--- config.mk ---
export PLATFORM = sky130hd
export DESIGN_NAME = ifetch_prefetch
export DESIGN_NICKNAME = d
export VERILOG_FILES = /design/src/rtl/ifetch_pkg.sv /design/src/rtl/ifetch_fifo.sv /design/src/rtl/ifetch_prefetch.sv
export SDC_FILE = /design/constraint.sdc
export NUM_CORES = 1
export LEC_CHECK = 0
export CORE_ASPECT_RATIO = 1.25
export CORE_MARGIN = 3
export CORE_UTILIZATION = 55
export CTS_CLUSTER_SIZE = 10
export DETAILED_ROUTE_END_ITERATION = 8
export PLACE_DENSITY_LB_ADDON = 0.05
export REMOVE_ABC_BUFFERS = 1
export SYNTH_ARGS = -nofsm -noshare
export SYNTH_HDL_FRONTEND = slang
export SYNTH_SLANG_ARGS = --single-unit
--- constraint.sdc ---
create_clock -name clk -period 11.9 [get_ports clk]
set_input_delay 1.19 -clock clk [delete_from_list [all_inputs] [get_ports clk]]
set_output_delay 1.19 -clock clk [all_outputs]
set_load 0.05 [all_outputs]
--- src/rtl/ifetch_pkg.sv ---
// Shared types for the instruction prefetch queue.
// No logic here, so no latency.
// No handshake; types and constants only.
package ifetch_pkg;

   localparam int ADDR_W = 16;
   localparam int DATA_W = 16;
   localparam logic [ADDR_W-1:0] PC_STEP = 16'd2;

   typedef enum logic [1:0] {
      S_IDLE,
      S_BUSY,
      S_FLUSH
   } state_t;

   typedef struct packed {
      logic [ADDR_W-1:0] pc;
      logic [DATA_W-1:0] instr;
   } entry_t;

endpackage

--- src/rtl/ifetch_fifo.sv ---
// Circular buffer of {pc, instr} entries with a synchronous flush.
// Latency: a push is visible at the head one cycle later.
// Backpressure: the caller never pushes when full; a pop while empty is ignored.
module ifetch_fifo
   import ifetch_pkg::*;
#(
   parameter int DEPTH = 4
) (
   input  logic                         clk,
   input  logic                         rst,
   input  logic                         flush,
   input  logic                         push,
   input  entry_t                       push_dat,
   input  logic                         pop,
   output logic                         head_vld,
   output entry_t                       head_dat,
   output logic [$clog2(DEPTH+1)-1:0]   count
);

   localparam int PTR_W = $clog2(DEPTH);
   localparam int CNT_W = $clog2(DEPTH + 1);

   entry_t             mem [DEPTH];
   logic [PTR_W-1:0]   rd_ptr;
   logic [PTR_W-1:0]   wr_ptr;
   logic               pop_ok;

   assign pop_ok   = pop && (count != '0);
   assign head_vld = (count != '0);
   assign head_dat = mem[rd_ptr];

   always_ff @(posedge clk or negedge rst) begin
      if (!rst) begin
         rd_ptr <= '0;
         wr_ptr <= '0;
         count  <= '0;
         for (int i = 0; i < DEPTH; i++) mem[i] <= '0;
      end else if (flush) begin
         // A flush may coincide with a push of the reuse word; it becomes the only entry.
         rd_ptr <= '0;
         wr_ptr <= push ? PTR_W'(1) : '0;
         count  <= push ? CNT_W'(1) : '0;
         if (push) mem[0] <= push_dat;
      end else begin
         if (push) begin
            mem[wr_ptr] <= push_dat;
            wr_ptr      <= wr_ptr + PTR_W'(1);
         end
         if (pop_ok) rd_ptr <= rd_ptr + PTR_W'(1);
         count <= count + CNT_W'(push) - CNT_W'(pop_ok);
      end
   end

endmodule

--- src/rtl/ifetch_prefetch.sv ---
// Instruction prefetch queue in front of the SPI program memory; IFETCH_PERF_EN adds fetch/discard counters.
// Latency: a word returned on mem_ready appears at fetch_* the next cycle.
// Backpressure: fetches stop while the queue is full; redirects flush and may discard an in-flight word.
module ifetch_prefetch
   import ifetch_pkg::*;
#(
   parameter int                DEPTH    = 4,
   parameter logic [ADDR_W-1:0] RESET_PC = 16'h0000
) (
   input  logic              clk,
   input  logic              rst,
   output logic [ADDR_W-1:0] mem_address,
   input  logic [DATA_W-1:0] mem_instruction,
   input  logic              mem_ready,
   output logic              fetch_valid,
   output logic [DATA_W-1:0] fetch_instr,
   output logic [ADDR_W-1:0] fetch_pc,
   input  logic              fetch_accept,
   input  logic              redirect,
   input  logic [ADDR_W-1:0] redirect_pc
`ifdef IFETCH_PERF_EN
   ,
   output logic [15:0]       perf_fetches,
   output logic [15:0]       perf_discards
`endif
);

   localparam int CNT_W = $clog2(DEPTH + 1);

   state_t             state;
   logic [ADDR_W-1:0]  pend_pc;
   logic [ADDR_W-1:0]  reuse_addr;
   logic [DATA_W-1:0]  reuse_instr;
   logic [CNT_W-1:0]   count;
   logic [CNT_W-1:0]   post_cnt;
   logic [ADDR_W-1:0]  tgt;
   logic               done;
   logic               resolve;
   logic               hit;
   logic               push;
   logic               pop;
   entry_t             push_dat;
   entry_t             head_dat;
   logic               head_vld;

   // "resolve" marks every cycle where a redirect target is settled with no fetch left in flight.
   always_comb begin
      done     = mem_ready && (state != S_IDLE);
      pop      = fetch_accept && head_vld && !redirect;
      tgt      = (state == S_FLUSH && !redirect) ? pend_pc : redirect_pc;
      hit      = done ? (tgt == mem_address) : (tgt == reuse_addr);
      resolve  = (redirect && (state == S_IDLE || done)) || (state == S_FLUSH && done);
      push_dat = '{pc: done ? mem_address : reuse_addr,
                   instr: done ? mem_instruction : reuse_instr};
      push     = 1'b0;
      if (resolve)                    push = hit;
      else if (state == S_BUSY && done) push = 1'b1;
      post_cnt = count + CNT_W'(push) - CNT_W'(pop);
   end

   always_ff @(posedge clk or negedge rst) begin
      if (!rst) begin
         state       <= S_BUSY;
         mem_address <= RESET_PC;
         pend_pc     <= '0;
         reuse_addr  <= 16'hFFFF;
         reuse_instr <= '0;
      end else begin
         if (done) begin
            reuse_addr  <= mem_address;
            reuse_instr <= mem_instruction;
         end
         if (resolve) begin
            if (hit) begin
               state <= S_IDLE;
            end else begin
               mem_address <= tgt;
               state       <= S_BUSY;
            end
         end else if (redirect) begin
            // A busy fetch of the redirect target itself is kept; anything else must drain first.
            if (state == S_FLUSH || redirect_pc != mem_address) begin
               pend_pc <= redirect_pc;
               state   <= S_FLUSH;
            end
         end else if (state == S_BUSY && done) begin
            if (post_cnt < CNT_W'(DEPTH)) mem_address <= mem_address + PC_STEP;
            else                          state       <= S_IDLE;
         end else if (state == S_IDLE && count < CNT_W'(DEPTH)) begin
            mem_address <= mem_address + PC_STEP;
            state       <= S_BUSY;
         end
      end
   end

`ifdef IFETCH_PERF_EN
   always_ff @(posedge clk or negedge rst) begin
      if (!rst) begin
         perf_fetches  <= '0;
         perf_discards <= '0;
      end else begin
         if (done && perf_fetches != 16'hFFFF) perf_fetches <= perf_fetches + 16'd1;
         if (done && (redirect || state == S_FLUSH) && perf_discards != 16'hFFFF)
            perf_discards <= perf_discards + 16'd1;
      end
   end
`endif

   ifetch_fifo #(.DEPTH(DEPTH)) u_fifo (
      .clk      (clk),
      .rst      (rst),
      .flush    (redirect),
      .push     (push),
      .push_dat (push_dat),
      .pop      (pop),
      .head_vld (head_vld),
      .head_dat (head_dat),
      .count    (count)
   );

   assign fetch_valid = head_vld;
   assign fetch_pc    = head_dat.pc;
   assign fetch_instr = head_dat.instr;

endmodule

# Word-level counts from Yosys, hierarchy flattened
# Index checks and enable logic that the tools add are counted.
[totals]
ff_bits = 201
out_inout_bits = 49
elab_cells = 101
[op_classes]
n_eq_ne = 10
n_addsub = 6
n_lt_le_gt_ge = 5
n_bitwise = 4
n_reduce_logical = 25
muxes = 35
[ops]
columns = ["op", "count"]
rows = [
  ["2-to-1 mux 32 bit", 5],
  ["2-to-1 mux 16 bit", 9],
  ["bitwise mux 128 bit", 1],
  ["2-to-1 mux 128 bit", 1],
  ["binary-select mux 32 bit (select 2 bit)", 1],
  ["demux 32 bit (select 2 bit)", 1],
  ["equality test 16 bit", 2],
  ["2-to-1 mux 2 bit", 10],
  ["adder 16 x 2 -> 16 bit, second input constant", 1],
  ["inequality test 16 bit", 1],
  ["logical AND 1 bit", 10],
  [">= comparator 3 bit, second input constant", 2],
  ["less-than comparator 3 bit, second input constant", 2],
  ["2-to-1 mux 1 bit", 6],
  ["inverter 2 -> 3 bit", 2],
  ["AND reduction 3 bit", 2],
  ["nonzero test 2 bit", 3],
  ["nonzero test 3 bit", 2],
  ["subtractor 3 x 1 -> 3 bit", 2],
  ["adder 2 x 1 -> 2 bit, second input constant", 2],
  ["inequality test 4 bit, second input constant", 1],
  ["AND reduction 4 bit", 1],
  ["nonzero test 4 bit", 1],
  ["adder 3 x 1 -> 3 bit", 1],
  ["13 further kinds", 16],
]

# Logic depth before layout (Yosys ltp)
# Gate-level depths: netlist (run 1).
[depth]
word_depth = 13
ltp_mapped = 21

# Modules after synthesis
# A second synthesis (run 1) with hierarchy kept.
[unflattened]
hier_cells = 672
hier_area_um2 = 9678.0
[by_module_without_submodules]
columns = ["module", "cells_per_inst", "n_inst", "area_each_um2"]
rows = [
  ["ifetch_fifo", 351, 1, 6024.5],
  ["ifetch_prefetch", 321, 1, 3653.5],
]

# Least setup slack after synthesis (run 1)
# OpenSTA, ideal clock, no wires.
[synth_timing]
path_kind = "input port to flip-flop"
from = "in redirect"
to = "reg mem_address[5]"
n_path_buf = 5
required_time_ns = 11.779
path_slack_ns = 7.194
setup_time_ns = 0.121
arrival_time_ns = 4.585
stages = 20
cell_sequence = "nor3b_2 > buf_4 > buf_12 > mux2i_1 > xnor2_1 > nand4_1 > nor4_4 > a21oi_2 > buf_6 > inv_1 > ha_1 > ha_1 > o41a_1 > o21ai_0 > nand2_1 > nand2_1 > a21oi_1 > buf_2 > clkbuf_1 > a22o_1"
[synth_between]
elab_chain_cells = 11
word_cells_on_any_way = 20
classes_between = "2 x add/sub; 1 x order compare; 5 x eq/ne; 5 x mux; 7 x reduce/logical"
[synth_lines]
columns = ["element", "line_no", "rtl"]
rows = [
  ["start: declaration", "ifetch_prefetch.sv:19", "input logic redirect,"],
  ["zero test 1 bit", "ifetch_prefetch.sv:49, ifetch_prefetch.sv:50", ""],
  ["logical AND 1 bit", "ifetch_prefetch.sv:50", "tgt = (state == S_FLUSH && !redirect) ? pend_pc : redirect_pc;"],
  ["2-to-1 mux 16 bit", "ifetch_prefetch.sv:50", ""],
  ["equality test 16 bit", "ifetch_prefetch.sv:51", "hit = done ? (tgt == mem_address) : (tgt == reuse_addr);"],
  ["2-to-1 mux 1 bit", "ifetch_prefetch.sv:51", ""],
  ["2-to-1 mux 1 bit", "ifetch_prefetch.sv:56", "if (resolve) push = hit;"],
  ["adder 3 x 1 -> 3 bit", "ifetch_prefetch.sv:58", "post_cnt = count + CNT_W'(push) - CNT_W'(pop);"],
  ["subtractor 3 x 1 -> 3 bit", "ifetch_prefetch.sv:58", ""],
  ["less-than comparator 3 bit", "ifetch_prefetch.sv:87", "if (post_cnt < CNT_W'(DEPTH)) mem_address <= mem_address + PC_STEP;"],
  ["inequality test 3 x 2 -> 1 bit (no source line)", "--", ""],
  ["AND reduction 4 bit (no source line)", "--", ""],
  ["end signal: assignment", "ifetch_prefetch.sv:77", "mem_address <= tgt;"],
  ["end signal: assignment", "ifetch_prefetch.sv:87", ""],
  ["end signal: assignment", "ifetch_prefetch.sv:90", "mem_address <= mem_address + PC_STEP;"],
  ["end: declaration", "ifetch_prefetch.sv:12", "output logic [ADDR_W-1:0] mem_address,"],
]
# Several ways; a longest one is shown, not always the timed one. The select of a mux whose other input is x is not followed.
# A chain may end at the register's enable or synchronous reset.

# Worst setup path after layout (run 1)
[layout_timing]
from = "in mem_ready"
to = "reg mem_address[9]"
[layout_between]
elab_chain_cells = 10
word_cells_on_any_way = 20
classes_between = "2 x add/sub; 1 x order compare; 3 x eq/ne; 6 x mux; 8 x reduce/logical"
[layout_lines]
columns = ["element", "line_no", "rtl"]
rows = [
  ["start: declaration", "ifetch_prefetch.sv:14", "input logic mem_ready,"],
  ["logical AND 1 bit (*)", "ifetch_prefetch.sv:48", "done = mem_ready && (state != S_IDLE);"],
  ["logical OR 1 bit", "ifetch_prefetch.sv:52", "resolve = (redirect && (state == S_IDLE || done)) || (state == S_FLUSH && done);"],
  ["logical AND 1 bit", "ifetch_prefetch.sv:52", ""],
  ["logical OR 1 bit", "ifetch_prefetch.sv:52", ""],
  ["2-to-1 mux 1 bit", "ifetch_prefetch.sv:56", ""],
  ["adder 3 x 1 -> 3 bit", "ifetch_prefetch.sv:58", ""],
  ["subtractor 3 x 1 -> 3 bit", "ifetch_prefetch.sv:58", ""],
  ["less-than comparator 3 bit", "ifetch_prefetch.sv:87", ""],
  ["inequality test 3 x 2 -> 1 bit (no source line)", "--", ""],
  ["AND reduction 4 bit (no source line)", "--", ""],
]
# Every way passes the cells marked *; elsewhere a longest branch is shown, timed or not. The select of a mux whose other input is x is not followed.

==> results.cfg, run 1 <==
[global_route]
grtUsageTotal_pct = 24.84
grt_max_degree = 137
grt_pass1_vias = 7154
antenna_found_initial = 0
globalRoute.totalOverflow = 0
grt_pass1_wl_um = 37670

[timing]
setup_tns_ps = 0
hold_viol = 0
max_clock_freq_mhz = 159.9
holdWs_ps = 505.8
finalCriticalPeriod_ps = 6253
grt_setup_unrepaired = no
setup_viol = 0
fin_crit_sh_pct = 52.55
tightest_slew_ps = 1143
timing.slew.headroom_pct = 23.80
fin_worst_skew_ps = 15.98
finalMaxSlewViolations = 0
postLayoutSetupSlackWorst_ps = 5647

[placement]
place_hpwl_um = 13680
pre_cts_ws_ps = 5142
globalplace.congestion = 0.8721
io_buffers = 85

[routing]
drc_errors = 0
wl_um = 23110
viasPerCell = 6.052
drt-pass1-iter-count = 5
ant_nets = 0
first_iter_violations = 637
vias = 6899
wl_per_cell_um = 20.27

[setup_path]
worstSetupPathType = in -> reg
required_ps = 12290
startpoint_type = input port
critPathArrivalTime_ps = 6640
endpoint_kind = flop
reg2reg_depth = 20
cp_max_fo = 136

[layout]
final_common_cell = dfrtp_1
final_layout_size_suffix_gt1_share_pct = 13.15
area_growth_pct = 16.28
final_core_util_pct = 65.48
antennaDiodeCount = 0
num-nets-final = 948
layout_common_cells = dfrtp_1, o21ai_0, o21ai_1
multi_input_area_mm2 = 0.003963
regArea_mm2 = 0.005052
fill_cells = 1360

[synthesis]
synth.avg_cell_area_um2 = 11.27
synthCells = 845
synth-seq-cells = 201
yosys_warnings = 0
synth_compound_area_share_pct = 17.29
synth_adder_area_share_pct = 1.183
seq_area_frac_synth_pct = 53.05
syn_area_mm2 = 0.009522
yosysUniqueCellTypes = 47
synth_top_family_by_area = compound AO/OA/AOI/OAI gates
yosys.area_share.simple_pct = 4.717
synth_xor_area_share_pct = 3.403
synth_mux_area_share_pct = 14.91

[die]
num_io_pins = 86
dieArea_mm2 = 0.01894
dieWidth_um = 123.7
die_h_um = 153.1
core-area_mm2 = 0.01691
initial_core_util_pct = 56.31
rows = 53

[hold_path]
hold_path_class = reg -> reg
hold_depth = 1

[clocking]
cts_buffers = 24
root_buffer = clkbuf_16
cts_hold_buf = 0
cts-resized-gates = 0
cts_sinks = 201
ctsLongestPathBuffers = 3
cts_setup_buffers = 0
cts_tree = yes
htreeDepth = 1
clk_pin_slew_ps = 60
clock_latency_ps = 510

[pwr]
power_leakage_nw = 4.756
power.density_mw_per_mm2 = 276.7
peakVddDrop_mv = 0.1811
total_power_mw = 3.063

[status]
status = complete, no violations

[run]
drv_cap = 0
## synthesized netlist by cell type, drive strengths merged
library cell,count,area [um2]
o21ai,275,1403
dfrtp,184,4604
mux2i,50,508.0
clkbuf,42,157.7
inv,38,142.6
mux4,32,720.7
nand2,30,112.6
buf,23,217.7
a21oi,21,108.9
xor2,19,166.4
xnor2,18,157.7
dfstp,17,446.7
mux2,17,191.4
nor2,17,63.81
ha,9,112.6
a22o,7,61.31
nand4,7,43.79
nand3,4,20.02
nand3b,4,30.03
nor4,4,40.04
o31ai,4,30.03
or2,4,35.03
nand2b,3,18.77
and3,2,12.51
nor2b,2,12.51
a21o,1,7.510
and2,1,6.260
and4,1,8.760
and4bb,1,12.51
nor3,1,5.000
nor3b,1,12.51
nor4b,1,8.760
o22ai,1,6.260
o311a,1,10.01
o32ai,1,8.760
o41a,1,11.26
or3,1,6.260
## area by class of cell
class,instances,area share [%]
Inverter,38,1.288
Clock inverter,1,0.07910
Multi-Input combinational cell,541,35.79
Timing Repair Buffer,96,8.464
Clock buffer,43,6.261
Sequential cell,201,45.63
Tap cell,220,2.486
## flip-flops by register name (all words and copies together), names as in the netlist
signal	flops
u_fifo.rd_ptr	2
pend_pc	16
reuse_addr	16
u_fifo.count	3
reuse_instr	16
mem_address	16
u_fifo.wr_ptr	2
u_fifo.mem	128
state	2
## worst max-delay path, cell delays in order
cell and delay [ps]:
clkdlybuf4s50_1 500, o21ai_4 80, buf_4 520, mux2i_1 690
xnor2_1 220, nand4_1 180, nor4_4 90, a21oi_4 140
buf_4 850, inv_1 170, ha_1 240, ha_1 180
xnor2_1 280, o41a_1 200, o21ai_0 110, nand2_1 80
nand2_1 50, a21oi_1 110, buf_4 300, o21ai_0 150
a22o_1 260
## worst paths after layout
check                       startpoint              to  slack, ps
min in group asynchronous          rst  reuse_instr[6]        830
setup reg to reg              state[1]  mem_address[9]       6280
setup / recovery             mem_ready  mem_address[9]       5650
hold reg to reg            pend_pc[15]     pend_pc[15]        510
hold / removal             pend_pc[15]     pend_pc[15]        510
max in group asynchronous          rst  mem_address[0]       9530
## cells by family (layout without fill, tap and decap cells)
| kind of cell | count (synthesis) | count (layout) |
|---|---|---|
| simple gates | 84 | 84 |
| compound gates | 312 | 312 |
| xor+xnor | 37 | 37 |
| mux | 99 | 99 |
| buf+inv | 103 | 178 |
| flops | 201 | 201 |
| fa+ha+maj | 9 | 9 |
## per-layer routing
| metal | global-route usage (%) | routed length [um] | vias up |
|---|---|---|---|
| met5 | 0 | 0 | - |
| met4 | 6.332 | 422 | 0 |
| met3 | 3.035 | 1364 | 34 |
| met2 | 42.77 | 11940 | 254 |
| met1 | 33.34 | 9376 | 3469 |
| li1 | - | - | 3142 |
## per-stage QoR
stage	area, um2	cells
floorplan	9146	780
global placement	10370	1096
detailed placement	10370	1096
CTS	11070	1140
global route	11070	1140
finish	11070	1140
## where the power goes
part / leakage (nW) / total (mW) / switching [mW] / internal, mW
Combinational: 1.86 / 1.33 / 0.844 / 0.489
Clock: 0.334 / 0.661 / 0.270 / 0.391
Sequential: 2.56 / 1.07 / 0.148 / 0.921
Total: 4.76 / 3.06 / 1.26 / 1.80
Note: power is estimated with default switching activity, not from simulation.
==> run 2: changes to the inputs <==
--- a/config.mk
+++ b/config.mk
@@ -7,7 +7,7 @@
 export LEC_CHECK = 0
 export CORE_ASPECT_RATIO = 1.25
 export CORE_MARGIN = 3
-export CORE_UTILIZATION = 55
+export CORE_UTILIZATION = 52
 export CTS_CLUSTER_SIZE = 10
 export DETAILED_ROUTE_END_ITERATION = 8
 export PLACE_DENSITY_LB_ADDON = 0.05
==> constraint.sdc (replaced) <==
create_clock -name clk -period 5.4 [get_ports clk]
set_input_delay 0.54 -clock clk [delete_from_list [all_inputs] [get_ports clk]]
set_output_delay 0.54 -clock clk [all_outputs]
set_load 0.05 [all_outputs]
==> run 2 against run 1 <==
  * Via count is 1.1% higher
  * First-iteration DRC count fell by 22%
  * Cell count increased by 1.8%
  * Global-route usage decreased by 0.75 points
  * Sequential share of layout area shrank 0.58 points
  * Sequential power is 120% higher
==> results.cfg, run 2 (synthesized netlist as in run 1, its figures left out) <==
[status]
status = complete, no violations

[setup_path]
worstSetupPathType = reg -> reg
cp_max_fo = 29
reg2reg_depth = 18
cp_cell_sequence = o21ai_4 -> mux2i_2 -> xnor2_1 -> nand4_1 -> nor4_4 -> a21oi_4 -> inv_1 -> ha_1 -> ha_1 -> nor2_1 -> nor4b_1 -> o21ai_0 -> nand2_1 -> nand2_1 -> a21oi_1 -> buf_4 -> o21ai_0 -> a22o_1
endpoint_kind = flop
required_ps = 5780
startpoint_type = flop
slowest_stage = o21ai_4
critPathArrivalTime_ps = 5160
critPathMaxStageDelay_ps = 740

[layout]
stdcell_count = 1161
num-nets-final = 965
final_common_cell = dfrtp_1
fill_cells = 1445
layout_common_cells = dfrtp_1, o21ai_0, o21ai_1
final_layout_size_suffix_gt1_share_pct = 14.83
largest_register = u_fifo.mem
area_growth_pct = 17.78
antennaDiodeCount = 0
largest_reg_flops = 128

[timing]
holdWs_ps = 63.16
postLayoutSetupSlackWorst_ps = 612.7
finalCriticalPeriod_ps = 4787
finalMaxSlewViolations = 0
hold_viol = 0
max_clock_freq_mhz = 208.9
setup_tns_ps = 0
grt_setup_unrepaired = no
fin_worst_skew_ps = 21.45
tightest_slew_ps = 922.0
setup_viol = 0
fin_crit_sh_pct = 88.65
timing.slew.headroom_pct = 38.54

[die]
die_h_um = 157.3
dieWidth_um = 127.0
num_io_pins = 86
rows = 54
core-area_mm2 = 0.01770
initial_core_util_pct = 53.79
dieArea_mm2 = 0.01998

[pwr]
power.density_mw_per_mm2 = 610.7
peakVddDrop_mv = 0.3363
power_leakage_nw = 4.844
total_power_mw = 6.849

[routing]
first_iter_violations = 496
drc_errors = 0
drt-pass1-iter-count = 6
viasPerCell = 6.009
ant_nets = 0
wl_per_cell_um = 20.39
wl_um = 23670
vias = 6977

[clocking]
cts_setup_buffers = 0
htreeDepth = 1
cts_tree = yes
cts-resized-gates = 0
cts_sinks = 201
cts_buffers = 24
clock_latency_ps = 500
clk_pin_slew_ps = 60
cts_hold_buf = 0
root_buffer = clkbuf_16
ctsLongestPathBuffers = 3

[global_route]
grt_pass1_vias = 7384
grt_pass1_wl_um = 38880
grt_max_degree = 112
globalRoute.totalOverflow = 0
grtUsageTotal_pct = 24.10
antenna_found_initial = 0

[hold_path]
hold_path_class = in -> async

[placement]
globalplace.congestion = 0.7807
placedCellCount = 1117
io_buffers = 85
pre_cts_ws_ps = 380.2
place_hpwl_um = 14690

[run]
drv_cap = 0
-- run 2: changes by cell type in the layout (fill, tap and decap cells not counted), sizes merged --
cell,change
buf,+17
-- run 2: power breakdown --
part	switching [mW]	total [mW]	leakage, nW	internal (mW)
logic	1.84	2.99	1.94	1.16
registers	0.361	2.39	2.56	2.03
clock network	0.592	1.47	0.340	0.875
total	2.79	6.85	4.84	4.06
-- run 2: worst paths after layout --
check	startpoint	end	slack (ps)
setup reg to reg	state[1]	mem_address[3]	610
setup / recovery	state[1]	mem_address[3]	610
hold / removal	rst	u_fifo.mem[12]	60
hold reg to reg	pend_pc[4]	pend_pc[4]	500
max in group asynchronous	rst	u_fifo.mem[90]	4040
min in group clk	pend_pc[4]	pend_pc[4]	500
-- run 2: layout make-up --
cell class	count	area (um2)	share of cell area (%)
flip-flops and latches	201	5052	45.05
clock inverters	1	8.758	0.07810
well taps	224	280.3	2.499
multi-input cells	541	3963	35.33
clock buffers	43	703.2	6.270
repair buffers	113	1065	9.495
inverters	38	142.6	1.272
-- run 2: routing by layer --
metal	up-vias	GRT usage [%]	wire length, um
met4	0	6.796	450
met3	33	3.394	1411
met5	-	0	0
met2	227	42.51	12240
li1	3176	-	-
met1	3541	31.33	9571
-- run 2: per-stage QoR --
stage | instance area (um2) | util [%]
global placement | 10500 | 59.33
finish | 11210 | 63.35
global route | 11210 | 63.35
detailed placement | 10500 | 59.33
floorplan | 9146 | -
CTS | 11210 | 63.35
-- run 2: worst max-delay path: cells and delay by family (launching register included) --
kind	cells	cell delay [ps]
flops	1	460
compound gates	6	1650
buf+inv	2	460
simple gates	6	1020
mux	1	500
xor+xnor	1	170
fa+ha+maj	2	400
